**src/rtl/decoder_arbiter_pkg.sv**
```systemverilog
// Shared definitions for the round-robin decoder arbiter: widths, state
// encoding, the default hold limit and the round-robin pick helper.
package decoder_arb_pkg;

    localparam int NUM_REQ = 4;
    localparam int ID_W    = 2;

    localparam int unsigned DEFAULT_MAX_HOLD = 8;

    typedef enum logic {
        ST_IDLE  = 1'b0,
        ST_GRANT = 1'b1
    } arb_state_t;

    // Scan startPtr, startPtr+1, ... (wrapping) and return the first
    // requester whose bit is set. Callers only use the result when at
    // least one bit is set, so the no-request fallback is arbitrary.
    function automatic logic [ID_W-1:0] rrPick(
        input logic [NUM_REQ-1:0] reqVec,
        input logic [ID_W-1:0]    startPtr
    );
        logic [ID_W-1:0] idx;
        logic            found;
        rrPick = startPtr;
        found  = 1'b0;
        for (int i = 0; i < NUM_REQ; i++) begin
            idx = startPtr + ID_W'(i);
            if (!found && reqVec[idx]) begin
                rrPick = idx;
                found  = 1'b1;
            end
        end
    endfunction

endpackage

```
**src/rtl/decoder_arbiter_decoder.sv**
```systemverilog
// The team's 2-to-4 decoder: drives exactly one output high when enabled,
// selected by the two address bits; all outputs low when disabled.
module structuralDecoder (
    output logic out0,
    output logic out1,
    output logic out2,
    output logic out3,
    input  logic addr0,
    input  logic addr1,
    input  logic enable
);

    assign out0 = enable & ~addr1 & ~addr0;
    assign out1 = enable & ~addr1 &  addr0;
    assign out2 = enable &  addr1 & ~addr0;
    assign out3 = enable &  addr1 &  addr0;

endmodule

```
**src/rtl/decoder_arbiter.sv**
```systemverilog
// Four-way round-robin arbiter. The owner ID and valid bit are registered
// and decoded into a one-hot grant, so gnt never follows req combinationally.
// An owner is preempted after MAX_HOLD cycles only if someone else is waiting.
module decoder_arbiter
    import decoder_arb_pkg::*;
#(
    parameter int unsigned MAX_HOLD = DEFAULT_MAX_HOLD
) (
    input  logic               clk,
    input  logic               reset,
    input  logic [NUM_REQ-1:0] req,
    output logic [NUM_REQ-1:0] gnt,
    output logic [ID_W-1:0]    gntId,
    output logic               gntValid
);

    arb_state_t      state;
    logic [ID_W-1:0] ptr;
    logic [7:0]      holdCnt;

    logic [ID_W-1:0] nextPtr;
    logic            otherReq;
    logic            atMax;

    assign nextPtr  = gntId + ID_W'(1);
    assign otherReq = |(req & ~(NUM_REQ'(1) << gntId));
    assign atMax    = (holdCnt == 8'(MAX_HOLD));

    // Arbitration FSM: grant from idle, then release/preempt/saturate/hold.
    always_ff @(posedge clk) begin
        if (reset) begin
            state    <= ST_IDLE;
            gntId    <= '0;
            gntValid <= 1'b0;
            ptr      <= '0;
            holdCnt  <= '0;
        end else begin
            case (state)
                ST_IDLE: begin
                    if (req != '0) begin
                        gntId    <= rrPick(req, ptr);
                        gntValid <= 1'b1;
                        holdCnt  <= 8'd1;
                        state    <= ST_GRANT;
                    end else begin
                        gntValid <= 1'b0;
                    end
                end
                ST_GRANT: begin
                    if (!req[gntId]) begin
                        ptr <= nextPtr;
                        if (req != '0) begin
                            gntId   <= rrPick(req, nextPtr);
                            holdCnt <= 8'd1;
                        end else begin
                            gntValid <= 1'b0;
                            state    <= ST_IDLE;
                        end
                    end else if (atMax && otherReq) begin
                        ptr     <= nextPtr;
                        gntId   <= rrPick(req, nextPtr);
                        holdCnt <= 8'd1;
                    end else if (!atMax) begin
                        holdCnt <= holdCnt + 8'd1;
                    end
                end
                default: begin
                    state    <= ST_IDLE;
                    gntValid <= 1'b0;
                end
            endcase
        end
    end

    structuralDecoder u_decoder (
        .out0   (gnt[0]),
        .out1   (gnt[1]),
        .out2   (gnt[2]),
        .out3   (gnt[3]),
        .addr0  (gntId[0]),
        .addr1  (gntId[1]),
        .enable (gntValid)
    );

endmodule

```
**config.mk**
```make
export PLATFORM = sky130hd
export DESIGN_NAME = decoder_arbiter
export DESIGN_NICKNAME = d
export VERILOG_FILES = /design/src/rtl/decoder_arbiter_pkg.sv /design/src/rtl/decoder_arbiter_decoder.sv /design/src/rtl/decoder_arbiter.sv
export SDC_FILE = /design/constraint.sdc
export NUM_CORES = 1
export LEC_CHECK = 0
export ABC_AREA = 0
export ABC_CLOCK_PERIOD_IN_PS = 2400
export BUFFER_PORTS_ARGS = -buffer_cell sky130_fd_sc_hd__buf_2
export CORE_MARGIN = 3
export CORE_UTILIZATION = 60
export CTS_BUF_LIST = sky130_fd_sc_hd__clkbuf_8
export CTS_CLUSTER_SIZE = 25
export DETAILED_ROUTE_END_ITERATION = 10
export PLACE_DENSITY = 0.82
export SKIP_CTS_REPAIR_TIMING = 1
export SLEW_MARGIN = 10
export SYNTH_ARGS = -nofsm -noshare
export SYNTH_HDL_FRONTEND = slang
export SYNTH_SLANG_ARGS = --single-unit
```
**constraint.sdc**
```tcl
create_clock -name clk -period 2.4 [get_ports clk]
set_input_delay 0.48 -clock clk [delete_from_list [all_inputs] [get_ports clk]]
set_output_delay 0.48 -clock clk [all_outputs]
set_load 0.005 [all_outputs]
```
==> impl_metrics.toml <==
[outcome]
outcome = "complete, no violations"

[routing]
wl_per_cell_um = 14.9
drc = 0
drtIter0Drc = 56
dr_total_vias = 1045
firstDrtPassIters = 4
wirelength_um = 2500
viasPerCell = 6.22
antenna_left = 0

[timing]
fmax_mhz = 458
clock_skew_ns = 0.000396
relSlewSlack_pct = 67.8
drv_slew = 0
post-route-period-util_pct = 90.9
final-setup-viol-count = 0
worst_slack_ns = 0.219
period_minus_slack_ns = 2.18
rsz0062_at_grt = "false"
hold_viol = 0
setup_tns_ns = 0
worst_slew_pin_slew_ns = 0.482

[power_and_ir_drop]
ir_drop_uv = 614
powerDensity_mw_per_mm2 = 568
leakagePower_nw = 0.482
finalPower_uw = 691

[synthesis]
seq_area_frac_synth_pct = 25.2
synthesis.nets = 148
netlist_area_mm2 = 0.00111
synth_cells = 136
synth-seq-cells = 14
ys.warnings.count = 0
ys_types = 43
syn_area_per_cell_um2 = 8.19

[floorplanning]
fp.dieH_um = 49.1
ioPinCount = 13
dieArea_mm2 = 0.00241
start_util_pct = 68.4
chipWidth_um = 49.1
num_rows = 14
core_area_mm2 = 0.00163

[clock_tree]
cts-root-buf = "clkbuf_8"
cts_made_buffers = 3
cts.path.max_buffers = 2
clkTransAtPathRegs_ns = 0.05
cts_sinks = 14
h-tree-depth = 1
clk-insertion-delay-late_ns = 0.24
cts_tree = "yes"

[global_route]
grt_pass1_wl_um = 4350
grt_use_total_pct = 22.2
overflow = 0
antenna_found_initial = 0
grt_max_degree = 17
grt_pass1_vias = 902

[setup_path]
cp_slowest_cell = "a21oi_4"
cp-start-kind = "register"
path_class = "register to register"
critical_path.max_fanout = 13
cp.arrival_ns = 2.32
cp-end-kind = "register"
required_ns = 2.54
worstPathCellList = "inv_1, ha_1, nand2b_1, o2111ai_1, a21oi_4, or2b_1, a311oi_1"
slowest_delay_ns = 0.41

[final_layout]
fin_area_mm2 = 0.00122
nets = 157
drive_gt1_share_pct = 19.4
fillers = 139
antennaDiodeCount = 0
syn2layout_area_growth_pct = 9.21

[place]
post-place-ws_ns = 0.165
dpl.hpwl_um = 1890
portBuffers = 12
place.gp.congestion = 0.938
dpl_cell_area_mm2 = 0.00115

[min_path]
hp-class = "register to register"

[flow_run]
cap_violations = 0
## routing by layer
| metal | global-route usage (%) | share of wire (%) | vias to the layer above |
|---|---|---|---|
| met2 | 32.4 | 44 | 40 |
| met1 | 33.1 | 49 | 485 |
| met4 | 2.84 | 0.92 | 0 |
| met3 | 5.81 | 6.4 | 4 |
| li1 | - | - | 516 |
| met5 | 0 | 0 | - |
## cells in the final DEF, fill, tap and decap left out, types with 2 or more instances in the layout
cell	instances
a21oi_1	12
a311oi_1	4
a31oi_1	2
and3_1	6
buf_2	12
buf_4	2
clkbuf_8	4
dfxtp_1	13
ha_1	6
inv_1	9
mux2i_1	2
mux4_2	2
nand2_1	7
nand2b_1	11
nand3_1	5
nand3b_1	3
nor2_1	7
o21a_1	2
o21ai_0	6
o21ai_1	2
or3_1	4
## per-stage QoR
stage / std cells / util, % / hold WS, ns
2_1_floorplan: 136 / - / 0.453
3_3_place_gp: 164 / 70.7 / 0.483
3_5_place_dp: 164 / 70.7 / 0.484
4_1_cts: 168 / 74.1 / 0.498
5_1_grt: 168 / 74.7 / 0.534
6_report: 168 / 74.7 / 0.505
## synthesized netlist by cell type (all sizes together)
| master | number | area share, % |
|---|---|---|
| o32ai | 1 | 0.79 |
| a311oi | 4 | 3.1 |
| and3 | 6 | 3.4 |
| nor2 | 7 | 2.4 |
| or2 | 1 | 0.56 |
| nand2b | 11 | 6.2 |
| a21boi | 1 | 1.0 |
| a21o | 2 | 1.5 |
| o31a | 1 | 0.79 |
| nand3 | 5 | 2.2 |
| o211ai | 1 | 0.67 |
| nand4 | 1 | 0.56 |
| o31ai | 1 | 0.67 |
| mux4 | 2 | 4.0 |
| mux2i | 2 | 1.8 |
| a221o | 1 | 0.90 |
| or2b | 1 | 0.67 |
| inv | 9 | 3.0 |
| or4b | 1 | 1.2 |
| o21a | 2 | 1.3 |
| nor4 | 2 | 2.5 |
| o21ai | 8 | 3.6 |
| dfxtp | 14 | 25 |
| buf | 9 | 5.6 |
| ha | 6 | 6.7 |
| a221oi | 1 | 0.79 |
| nand3b | 3 | 2.0 |
| or3 | 4 | 2.2 |
| or4 | 1 | 0.67 |
| nand2 | 7 | 2.4 |
| a41oi | 1 | 0.79 |
| o2111ai | 1 | 0.79 |
| a211oi | 1 | 1.1 |
| a22oi | 1 | 0.67 |
| nor3 | 1 | 0.45 |
| a31oi | 2 | 1.1 |
| a21oi | 13 | 6.2 |
| clkbuf | 1 | 0.34 |
## flip-flops by register name, summed over array words and instances, names as in the netlist
register / count
gntId: 2
gntValid: 1
holdCnt: 8
ptr: 2
state: 1
## area by class of cell
class / instances / area (µm²) / area share [%]
repair buffers: 14 / 75.1 / 6.17
well taps: 24 / 30.0 / 2.47
multi-input cells: 103 / 741 / 60.9
inverters: 9 / 33.8 / 2.78
flip-flops and latches: 14 / 282 / 23.1
clock buffers: 4 / 55.1 / 4.53
## kinds of logic (layout without fill, tap and decap cells)
family	after synthesis	in the layout	synth area share, %
buf+inv	19	27	8.99
compound gates	42	42	25.8
fa+ha+maj	6	6	6.74
flops	14	14	25.2
mux	4	4	5.84
simple gates	51	51	27.4
## final timing paths
path / from / slack [ns] / to / cells past startpoint
worst min register to register: holdCnt[7] / 0.51 / holdCnt[7] / 1
worst max register to register: gntId[0] / 0.22 / holdCnt[5] / 7
worst max-delay path: gntId[0] / 0.22 / holdCnt[5] / 7
worst min-delay path: holdCnt[7] / 0.51 / holdCnt[7] / 1
## worst max-delay path, delay by kind of cell (launching register included)
kind                     cells  cell delay, ns
AND/OR/NAND/NOR              2            0.36
adder cells (fa/ha/maj)      1            0.17
buffers and inverters        1            0.17
AO/OA/AOI/OAI                3            0.98
flip-flops                   1            0.38
## where the power goes
| part | switching, mW | internal, mW |
|---|---|---|
| clock network | 0.0797 | 0.145 |
| logic | 0.102 | 0.0903 |
| registers | 0.0268 | 0.247 |
Note: power is estimated with default switching activity, not from simulation.
